<file path="config.mk">
export PLATFORM = sky130hd
export DESIGN_NAME = result_packer
export DESIGN_NICKNAME = d
export VERILOG_FILES = /design/src/rtl/calculator_pkg.sv /design/src/rtl/pack_out_stage.sv /design/src/rtl/result_packer.sv
export SDC_FILE = /design/constraint.sdc
export NUM_CORES = 1
export LEC_CHECK = 0
export ABC_CLOCK_PERIOD_IN_PS = 1900
export CAP_MARGIN = 20
export CORE_MARGIN = 1
export CORE_UTILIZATION = 50
export CTS_CLUSTER_DIAMETER = 120
export DETAILED_ROUTE_END_ITERATION = 12
export PLACE_DENSITY = 0.87
export REMOVE_ABC_BUFFERS = 1
export SKIP_LAST_GASP = 1
export SLEW_MARGIN = 20
export SYNTH_ARGS = -nofsm -noshare
export SYNTH_HDL_FRONTEND = slang
export SYNTH_SLANG_ARGS = --single-unit
</file>
<file path="constraint.sdc">
create_clock -name clk_i -period 1.9 [get_ports clk_i]
set_input_delay 0.19 -clock clk_i [delete_from_list [all_inputs] [get_ports clk_i]]
set_output_delay 0.19 -clock clk_i [all_outputs]
set_load 0.02 [all_outputs]
</file>
<file path="src/rtl/calculator_pkg.sv">
// Shared calculator widths and the packer output-stage state type.
package calculator_pkg;

  localparam int DATA_W        = 32;
  localparam int MEM_WORD_SIZE = 64;
  localparam int LANES         = MEM_WORD_SIZE / DATA_W;

  typedef enum logic {
    OUT_EMPTY = 1'b0,
    OUT_FULL  = 1'b1
  } out_state_e;

endpackage

</file>
<file path="src/rtl/pack_out_stage.sv">
// One-entry output register for packed words; loads on close, word visible the next cycle.
// Backpressure: holds word/strb/addr while valid_o && !ready_i; reload while draining keeps it FULL.
module pack_out_stage
  import calculator_pkg::*;
#(
  parameter int WORD_W = 64,
  parameter int STRB_W = 2,
  parameter int ADDR_W = 8
) (
  input  logic              clk_i,
  input  logic              rst_i,
  input  logic              load_i,
  input  logic [WORD_W-1:0] load_word_i,
  input  logic [STRB_W-1:0] load_strb_i,
  input  logic              ready_i,
  output logic [WORD_W-1:0] word_o,
  output logic [STRB_W-1:0] strb_o,
  output logic [ADDR_W-1:0] addr_o,
  output logic              valid_o
);

  out_state_e state_q;
  out_state_e state_d;

  assign valid_o = (state_q == OUT_FULL);

  always_comb begin
    state_d = state_q;
    case (state_q)
      OUT_EMPTY: if (load_i) state_d = OUT_FULL;
      OUT_FULL: begin
        if (load_i)       state_d = OUT_FULL;
        else if (ready_i) state_d = OUT_EMPTY;
      end
      default: state_d = OUT_EMPTY;
    endcase
  end

  always_ff @(posedge clk_i) begin
    if (rst_i) begin
      state_q <= OUT_EMPTY;
      word_o  <= '0;
      strb_o  <= '0;
      addr_o  <= '0;
    end else begin
      state_q <= state_d;
      if (load_i) begin
        word_o <= load_word_i;
        strb_o <= load_strb_i;
      end
      // Address names the word currently presented; it moves on only after a handshake.
      if (valid_o && ready_i) addr_o <= addr_o + ADDR_W'(1);
    end
  end

endmodule

</file>
<file path="src/rtl/result_packer.sv">
// Packs LANES ALU results into one memory word; closing accept to word_valid_o is 1 cycle.
// Backpressure: result_ready_o drops only when the last lane is due and the output stage cannot drain.
module result_packer #(
  parameter int DATA_W = calculator_pkg::DATA_W,
  parameter int LANES  = calculator_pkg::MEM_WORD_SIZE / DATA_W,
  parameter int ADDR_W = 8
) (
  input  logic                    clk_i,
  input  logic                    rst_i,
  input  logic [DATA_W-1:0]       result_i,
  input  logic                    result_valid_i,
  output logic                    result_ready_o,
  input  logic                    flush_i,
  output logic [DATA_W*LANES-1:0] word_o,
  output logic [LANES-1:0]        word_strb_o,
  output logic [ADDR_W-1:0]       word_addr_o,
  output logic                    word_valid_o,
  input  logic                    word_ready_i
);

  localparam int PTR_W  = $clog2(LANES);
  localparam int WORD_W = DATA_W * LANES;
  localparam logic [PTR_W-1:0] LAST_LANE = PTR_W'(LANES - 1);

  logic [PTR_W-1:0]  lane_ptr_q;
  logic [WORD_W-1:0] pack_q;
  logic [WORD_W-1:0] pack_merged;
  logic [LANES-1:0]  strb_q;
  logic [LANES-1:0]  strb_merged;
  logic              flush_pending_q;

  logic accept;
  logic at_last;
  logic out_can_take;
  logic flush_req;
  logic has_data;
  logic close;

  assign out_can_take   = !word_valid_o || word_ready_i;
  assign at_last        = (lane_ptr_q == LAST_LANE);
  assign result_ready_o = !at_last || out_can_take;
  assign accept         = result_valid_i && result_ready_o;
  assign flush_req      = flush_i || flush_pending_q;
  assign has_data       = (lane_ptr_q != '0) || accept;
  // A flush may only close once the output stage has room; a same-cycle accept joins the word.
  assign close          = (accept && at_last) || (flush_req && out_can_take && has_data);

  always_comb begin
    pack_merged = pack_q;
    strb_merged = strb_q;
    if (accept) begin
      pack_merged[int'(lane_ptr_q) * DATA_W +: DATA_W] = result_i;
      strb_merged[lane_ptr_q]                          = 1'b1;
    end
  end

  always_ff @(posedge clk_i) begin
    if (rst_i) begin
      lane_ptr_q      <= '0;
      pack_q          <= '0;
      strb_q          <= '0;
      flush_pending_q <= 1'b0;
    end else begin
      if (close) begin
        lane_ptr_q <= '0;
        pack_q     <= '0;
        strb_q     <= '0;
      end else if (accept) begin
        lane_ptr_q <= lane_ptr_q + PTR_W'(1);
        pack_q     <= pack_merged;
        strb_q     <= strb_merged;
      end
      if (close || (flush_req && !has_data)) flush_pending_q <= 1'b0;
      else if (flush_i)                      flush_pending_q <= 1'b1;
    end
  end

  pack_out_stage #(
    .WORD_W (WORD_W),
    .STRB_W (LANES),
    .ADDR_W (ADDR_W)
  ) u_out (
    .clk_i       (clk_i),
    .rst_i       (rst_i),
    .load_i      (close),
    .load_word_i (pack_merged),
    .load_strb_i (strb_merged),
    .ready_i     (word_ready_i),
    .word_o      (word_o),
    .strb_o      (word_strb_o),
    .addr_o      (word_addr_o),
    .valid_o     (word_valid_o)
  );

endmodule

</file>
# Word-level counts from Yosys, hierarchy flattened
# Cells that the tools add are included.
# totals
inputBits	37
regBits	143
elab_cells	44
# op_classes
order_cmp	2
n_addsub	3
n_reduce_logical	18
n_shift	2
n_mux	9
bitwise	2
# ops
operator	count
$bwmux W64	1
$mux W64	1
$shift A32 B33 Y64 const A	1
$shiftx A32 B33 Y64	1
$neg A6 Y33	1
$add A8 B1 Y8 const B	1
$logic_and A1 B1 Y1	7
$logic_or A1 B1 Y1	6
$mux W1	4
$reduce_or A2 Y1	2
$logic_not A1 Y1	3
$lt A1 B2 Y1 const B	1
$mux W2	1
$or A2 B2 Y2	1
$pmux W1 S2	1
$add A1 B1 Y1 const B	1
$demux W1 S1	1
$ge A1 B1 Y1 const B	1
$not A1 Y1	1

# Depth between registers and ports, before layout
# Gate-level depths: netlist of run 1.
# depth
ltp_word	9
depth_mapped	7

# Modules after synthesis
# From an unflattened synthesis of run 1, not the netlist that was laid out.
# unflattened
hier_cells	560
area_unflattened_um2	5706.7
# modules_own_cells
module	n_inst	area_each_um2	seq_area_each_um2	cells_per_inst
result_packer	1	3024.2	1361.3	303
pack_out_stage	1	2682.6	1501.4	257

# Worst setup path before layout of run 1
# No wires, ideal clock.
# synth_path
kind	register to register
start	register u_out.state_q, in the netlist u_out.valid_o
end	register pack_q[54]
arrival_time_ns	1.403
required_time_ns	1.836
setup_slack_ns	0.433
period_less_slack_ns	1.467
setup_ns	0.064
path_stages_with_launch	8
cell_sequence	dfxtp_1 and2b_2 a21oi_4 or2_1 buf_2 buf_6 buf_6 nor2_1
# synth_between
elab_chain_cells	8
word_cells_on_any_way	11
# synth_lines
item	line_no	text
start, declared	pack_out_stage.sv:22	out_state_e state_q;
start signal, assigned	pack_out_stage.sv:46	state_q <= state_d;
$logic_not A1 Y1 *	result_packer.sv:39	assign out_can_take = !word_valid_o || word_ready_i;
$logic_or A1 B1 Y1 *	result_packer.sv:39	
$logic_or A1 B1 Y1	result_packer.sv:41	assign result_ready_o = !at_last || out_can_take;
$logic_and A1 B1 Y1	result_packer.sv:42	assign accept = result_valid_i && result_ready_o;
$logic_or A1 B1 Y1	result_packer.sv:44	assign has_data = (lane_ptr_q != '0) || accept;
$logic_and A1 B1 Y1	result_packer.sv:46	assign close = (accept && at_last) || (flush_req && out_can_take && has_data);
$logic_or A1 B1 Y1	result_packer.sv:46	
$reduce_or A2 Y1 (no line)	n/a	
end signal, assigned	result_packer.sv:70	pack_q <= pack_merged;
end, declared	result_packer.sv:26	logic [WORD_W-1:0] pack_q;
# Every way passes the cells marked *; elsewhere a longest branch is shown, timed or not.
# A chain may end at the register's enable or synchronous reset.

# Worst setup path after layout of run 1
# layout_path
start	register lane_ptr_q, in the netlist at_last
end	register u_out.word_o[33]
# layout_between
elab_chain_cells	6
word_cells_on_any_way	12
# layout_lines
item	line_no	text
start, declared	result_packer.sv:25	logic [PTR_W-1:0] lane_ptr_q;
start signal, assigned	result_packer.sv:69	lane_ptr_q <= lane_ptr_q + PTR_W'(1);
branches (longest 6 deep; another with $neg A6 Y33)	n/a	
end signal, assigned	pack_out_stage.sv:48	word_o <= load_word_i;
end, declared	pack_out_stage.sv:16	output logic [WORD_W-1:0] word_o,
# Several ways; the timed one is not identified.

==> qor.yml, run 1 <==
finish:
  multiInputGateArea_mm2: 0.00190
  nets: 625
  nFillCells: 716
  layout-drive-gt1-share: 0.0735
  synthToLayoutAreaGrowth_pct: 36.1
  mostFrequentLayoutCell: "nor2_1"
  utilization: 0.698
  stdcell_count: 732
  register_area_mm2: 0.00286
  fin_area_mm2: 0.00679
  num_antenna_cells: 0
  final_cell_mix: "nor2_1, dfxtp_1, clkdlybuf4s50_1"
logic_synthesis:
  syn_avg_cell_area_um2: 10.3
  mappedNetlistArea_mm2: 0.00499
  synth_cells: 485
  yosysUniqueCellTypes: 24
  yosys_register_bits: 143
  yosysWarnings: 0
  synth-seq-area-share: 0.573
sta:
  holdWs_ns: 0.274
  hold_viol_final: 0
  max_slew_margin: 0.442
  slew_viol_final: 0
  fmax_mhz: 568
  tns_ns: 0
  worst_pin_slew_ns: 0.836
  setup_ws_ns: 0.140
  rsz0062_at_grt: "false"
  final.setup_skew_ns: 0.0150
  finalCriticalPeriod_ns: 1.76
  setup_viol: 0
  min_period_over_period: 0.926
pwr:
  power.internal_mw: 5.98
  p_leak_nw: 2.53
  power.density_mw_per_mm2: 1180
  seq_power_share: 0.419
  peakVddDrop_v: 0.000627
  pwr-share-comb: 0.162
  power_mw: 7.99
  swShare: 0.252
  clkPwrFrac: 0.419
  p_sw_mw: 2.01
clock_network:
  cts_sinks: 143
  htreeDepth: 4
  clk_pin_slew_ns: 0.06
  cts_tree: "yes"
  root_buffer: "clkbuf_8"
  clock_path_buffers: 2
  numCtsBuffers: 17
  clock_latency_ns: 0.50
worst_setup_path:
  critPathMaxFanout: 80
  r2r_end: "u_out.word_o[33]$_SDFFE_PP0P_"
  rr_startpoint: "at_last$_SDFFE_PP0N_"
  cp-start-kind: "flip-flop"
  required_ns: 2.30
  reg2reg_depth: 5
  r2r_slack_ns: 0.14
  cp-end-kind: "flip-flop"
  worst-setup-path-type: "reg -> reg"
  crit_arrival_ns: 2.16
place:
  port_buffers: 112
  dp_cells: 701
  routabilityCongestion: 0.790
  place_ws_ns: -0.0891
  placed_area_mm2: 0.00619
  hpwlAfterDp_um: 7150
grt:
  grt_max_degree: 81
  grt_usage: 0.221
  overflow: 0
  first_global_vias: 3663
  grt_pass1_wl_um: 17700
  antenna_found_initial: 0
die:
  die_h_um: 102
  ioPinCount: 113
  dieArea_mm2: 0.0104
  die_w_um: 102
  core_mm2: 0.00973
  start_util: 0.513
  fp-row-count: 36
min_path:
  holdCritStartpoint: "rst_i"
  hold_end: "strb_q[1]$_SDFFE_PP0N_"
  hold_class: "in -> reg"
  hold-path-cell-count: 4
routing:
  num_vias: 3787
  drt_iter0_drc: 140
  dr.pass1.iters: 4
  drt-wirelength-per-cell_um: 15.2
  routed_via_density: 5.17
  ant_nets: 0
  drt_wl_total_um: 11100
  drc: 0
job:
  max_cap_viol_count: 0
outcome:
  status: "complete, no violations"
## cell type report
| class | count | area share |
|---|---|---|
| clock buffer | 21 | 0.0647 |
| clock inverter | 10 | 0.0238 |
| timing repair buffer | 121 | 0.185 |
| inverter | 1 | 0.000553 |
| sequential | 143 | 0.421 |
| multi-input combinational | 303 | 0.280 |
| tap | 133 | 0.0245 |
## routing by layer
layer	GRT usage	part of all wire	vias up
met3	0.0629	0.040	2
met2	0.380	0.52	88
met1	0.269	0.44	1829
li1	-	-	1868
met4	0.0670	0.0030	0
met5	0	0	-
## registers in the layout, summed over array words and instances, names as in the netlist
name             cells
u_out.addr_o         8
at_last              1
flush_pending_q      1
u_out.strb_o         2
u_out.word_o        64
strb_q               2
pack_q              64
u_out.valid_o        1
## timing repair
item,in CTS,in global routing
setup endpoints to repair,1,0
buffers inserted,0,0
resized for setup,1,0
hold buffers,0,0
## worst max-delay path: stages (launching register included)
cell and delay (ns):
dfxtp_1 0.44, nand2_1 0.19, a21oi_4 0.28, buf_12 0.33
nor2_1 0.09, a211oi_1 0.28
## worst max-delay path by stage
stage | startpoint | endpoint | slack (ns) | cells past startpoint
after floorplan | u_out.valid_o$_SDFF_PP0_ | pack_q[0]$_SDFFE_PP0N_ | -1.88 | 4
after global placement | word_ready_i | u_out.word_o[27]$_SDFFE_PP0P_ | 0.05 | 6
after detailed placement | word_ready_i | u_out.word_o[33]$_SDFFE_PP0P_ | -0.09 | 6
after CTS | u_out.addr_o[3]$_SDFFE_PP0P_ | word_addr_o[3] | 0.12 | 1
after global routing | at_last$_SDFFE_PP0N_ | u_out.word_o[33]$_SDFFE_PP0P_ | 0.02 | 5
final | at_last$_SDFFE_PP0N_ | u_out.word_o[33]$_SDFFE_PP0P_ | 0.14 | 5
## cells in the mapped netlist
master | instances | share of area
nor2_1 | 146 | 0.11
o22ai_2 | 1 | 0.0025
a211oi_1 | 65 | 0.098
a21oi_4 | 1 | 0.0033
nor3_1 | 1 | 0.0010
dfxtp_1 | 143 | 0.57
nor2_4 | 1 | 0.0023
buf_6 | 6 | 0.014
xnor2_1 | 1 | 0.0018
or2_1 | 1 | 0.0013
ha_1 | 1 | 0.0025
and2b_2 | 1 | 0.0018
nor2b_1 | 1 | 0.0013
and3_1 | 2 | 0.0025
nor4b_1 | 1 | 0.0018
inv_1 | 1 | 0.00075
buf_4 | 6 | 0.0090
buf_2 | 17 | 0.017
and2_1 | 1 | 0.0013
xor2_1 | 6 | 0.011
nand2_1 | 4 | 0.0030
clkbuf_1 | 9 | 0.0068
nand4_1 | 4 | 0.0050
mux2i_1 | 65 | 0.13
## cells by family (layout without fill, tap and decap cells)
| family | Yosys count | in the layout | synth area share |
|---|---|---|---|
| buffers and inverters | 39 | 153 | 0.0471 |
| DFF | 143 | 143 | 0.573 |
| adders and majority gates | 1 | 1 | 0.00251 |
| muxes | 65 | 65 | 0.130 |
| xor gates and xnor gates | 7 | 7 | 0.0123 |
| and+or+nand+nor | 163 | 163 | 0.131 |
| AOI/OAI and AO/OA | 67 | 67 | 0.104 |
## power groups by stage
stage / combinational (mW) / sequential (mW) / clock (mW)
after floorplan: 0.504 / 3.58 / 0
after global placement: 1.26 / 3.40 / 0
after detailed placement: 1.30 / 3.41 / 0
after CTS: 1.31 / 3.35 / 3.40
after global routing: 1.39 / 3.37 / 3.55
final: 1.30 / 3.35 / 3.34
No activity file was read; power rests on OpenSTA's default activity.
==> run 2: changes to the inputs <==
--- a/config.mk
+++ b/config.mk
@@ -7,6 +7,7 @@
 export LEC_CHECK = 0
 export ABC_CLOCK_PERIOD_IN_PS = 1900
 export CAP_MARGIN = 20
+export CORE_ASPECT_RATIO = 0.9
 export CORE_MARGIN = 1
 export CORE_UTILIZATION = 50
 export CTS_CLUSTER_DIAMETER = 120
==> run 2 against run 1 <==
  * Register-to-register slack about the same
  * Combinational power about the same
  * Die area about the same
  * Largest power group unchanged
  * Sequential share of layout area decreased by 0.25 points
  * Non-clock buffer count increased by 2
  * Hold slack got worse by 0.11 ns
  * Fmax decreased by 0.53%
  * Cell area increased by 0.61%
  * Clock skew decreased by 0.0063 ns
  * First-iteration DRC count decreased by 1.4%
==> qor.yml, run 2 (synthesis gave the netlist of run 1 again) <==
routing:
  drt-wirelength-per-cell_um: 15.8  # +4.4%
  drc: 0  # unchanged
  routed_via_density: 5.28  # +2.0%
  num_vias: 3843  # +1.5%
  ant_nets: 0  # unchanged
  drt_wl_total_um: 11500  # +3.8%
  drt_iter0_drc: 138  # -1.4%
  dr.pass1.iters: 4  # unchanged
clock_network:
  root_buffer: "clkbuf_8"
  htreeDepth: 4  # unchanged
  numCtsBuffers: 17  # unchanged
  clock_latency_ns: 0.51  # about the same
  cts_sinks: 143  # unchanged
  cts.repair.resized: 1  # unchanged
  clk_pin_slew_ns: 0.06  # about the same
  hold_buffers: 0  # unchanged
  cts_tree: "yes"
  post_cts_buffers: 0  # unchanged
  clock_path_buffers: 2  # unchanged
finish:
  layout-drive-gt1-share: 0.0814  # +0.00794
  top_regs: "pack_q: 64 flops, u_out.word_o: 64 flops, u_out.addr_o: 8 flops"
  synthToLayoutAreaGrowth_pct: 36.9
  num_antenna_cells: 0  # unchanged
  mostFrequentLayoutCell: "nor2_1"
  nets: 627  # +0.32%
  fin_area_mm2: 0.00683  # +0.61%
  final_cell_mix: "nor2_1, dfxtp_1, clkdlybuf4s50_1"
worst_setup_path:
  crit_arrival_ns: 1.58  # -0.58 ns
  crit_slowest_cell: "clkdlybuf4s50_1"
  path_buf_inv: 1  # unchanged
  critPathTopFamily: "buffers and inverters"
  worstPathCellList: "clkdlybuf4s50_1"
  critPathMaxFanout: 4  # -95%
  cp-end-kind: "output pin"
  max_stage_delay_ns: 0.65  # +0.21 ns
  cp-start-kind: "flip-flop"
  worst-setup-path-type: "reg -> out"
  required_ns: 1.71  # -0.59 ns
die:
  core_mm2: 0.00970  # -0.31%
  start_util: 0.515  # +0.00159
  fp-row-count: 34  # -5.6%
  dieArea_mm2: 0.0104  # about the same
  ioPinCount: 113  # unchanged
  die_w_um: 107  # +5.3%
  die_h_um: 96.8  # -5.0%
sta:
  tns_ns: 0  # unchanged
  slew_viol_final: 0  # unchanged
  hold_viol_final: 0  # unchanged
  rsz0062_at_grt: "false"
  setup_viol: 0  # unchanged
  finalCriticalPeriod_ns: 1.77  # +0.00936 ns
  min_period_over_period: 0.931  # +0.00493
  max_slew_margin: 0.769  # +0.326
  fmax_mhz: 565  # -0.53%
  final.setup_skew_ns: 0.00863  # -0.00632 ns
  worst_pin_slew_ns: 0.347  # -0.490 ns
grt:
  grt_usage: 0.232  # +0.0111
  grt_max_degree: 76  # -6.2%
  gr-usage-met3: 0.0654  # +0.00244
  gr-usage-met1: 0.289  # +0.0192
  use_met2: 0.389  # +0.00862
  grt_pass1_wl_um: 18800  # +6.0%
  overflow: 0  # unchanged
  antenna_found_initial: 0  # unchanged
  first_global_vias: 3773  # +3.0%
  grt-busiest-layer: "met2"
place:
  port_buffers: 112  # unchanged
  placed_area_mm2: 0.00624  # +0.71%
  routabilityCongestion: 0.776  # -1.7%
  hpwlAfterDp_um: 7290  # +2.0%
pwr:
  power.density_mw_per_mm2: 1170  # -0.73%
  p_leak_nw: 2.56  # +1.0%
  peakVddDrop_v: 0.000892  # +42%
job:
  max_cap_viol_count: 0  # unchanged
outcome:
  status: "complete, no violations"
min_path:
  hold_class: "in -> reg"
## run 2: changes by cell type in the layout (fill, tap and decap cells not counted), sizes merged
cell / change
clkbuf: -3
clkinv: +3
inv: +3
buf: +2
bufinv: -1
clkinvlp: -1
## run 2: cell type report
| class | instances | area [um2] |
|---|---|---|
| clock buffer | 18 | 418 |
| clock inverter | 14 | 180 |
| fill | 727 | 2870 |
| inverter | 1 | 3.75 |
| multi-input combinational | 303 | 1900 |
| sequential | 143 | 2860 |
| tap | 126 | 158 |
| timing repair buffer | 123 | 1310 |
## run 2: worst paths after layout
check | depth (start not counted) | start | slack, ns | to
worst max-delay path | 1 | u_out.addr_o[4]$_SDFFE_PP0P_ | 0.13 | word_addr_o[4]
worst min register to register | 2 | strb_q[0]$_SDFFE_PP0N_ | 0.47 | strb_q[0]$_SDFFE_PP0N_
worst max register to register | 5 | at_last$_SDFFE_PP0N_ | 0.13 | u_out.word_o[21]$_SDFFE_PP0P_
worst min-delay path | 3 | rst_i | 0.16 | flush_pending_q$_SDFFE_PP0P_
## run 2: where the power goes
| part | leakage (nW) | switching, mW | internal [mW] |
|---|---|---|---|
| registers | 1.17 | 0.120 | 3.23 |
| clock network | 0.287 | 1.29 | 2.02 |
| logic | 1.10 | 0.719 | 0.607 |
| total | 2.56 | 2.12 | 5.85 |
## run 2: worst min-delay path, delay by kind of cell
| kind | cells | cell delay, ns |
|---|---|---|
| buffers and inverters | 1 | 0.14 |
| and+or+nand+nor | 2 | 0.28 |
## run 2: per-stage QoR
step / hold WS [ns] / instances / worst slack, ns / power, mW / util
3_3_place_gp: 0.427 / 696 / 0.0368 / 4.67 / 0.643
4_1_cts: 0.148 / 728 / 0.119 / 8.03 / 0.705
2_1_floorplan: 0.262 / 447 / -1.88 / 4.09 / -
5_1_grt: 0.149 / 728 / 0.0363 / 8.28 / 0.705
6_report: 0.163 / 728 / 0.130 / 7.98 / 0.705
3_5_place_dp: 0.427 / 696 / -0.0750 / 4.72 / 0.643
## run 2: routing by layer
layer,vias up,share of wire
met5,-,0
met4,0,0.010
met3,9,0.054
met2,109,0.49
met1,1852,0.45
li1,1873,-
==> run 3: changes to the inputs <==
--- a/config.mk
+++ b/config.mk
@@ -6,12 +6,12 @@
 export NUM_CORES = 1
 export LEC_CHECK = 0
 export ABC_CLOCK_PERIOD_IN_PS = 1900
-export CAP_MARGIN = 20
 export CORE_ASPECT_RATIO = 0.9
 export CORE_MARGIN = 1
 export CORE_UTILIZATION = 50
 export CTS_CLUSTER_DIAMETER = 120
 export DETAILED_ROUTE_END_ITERATION = 12
+export GPL_ROUTABILITY_DRIVEN = 0
 export PLACE_DENSITY = 0.87
 export REMOVE_ABC_BUFFERS = 1
 export SKIP_LAST_GASP = 1
==> results of run 3 <==
The final DEF is identical to that of run 2; final timing and power are the same.
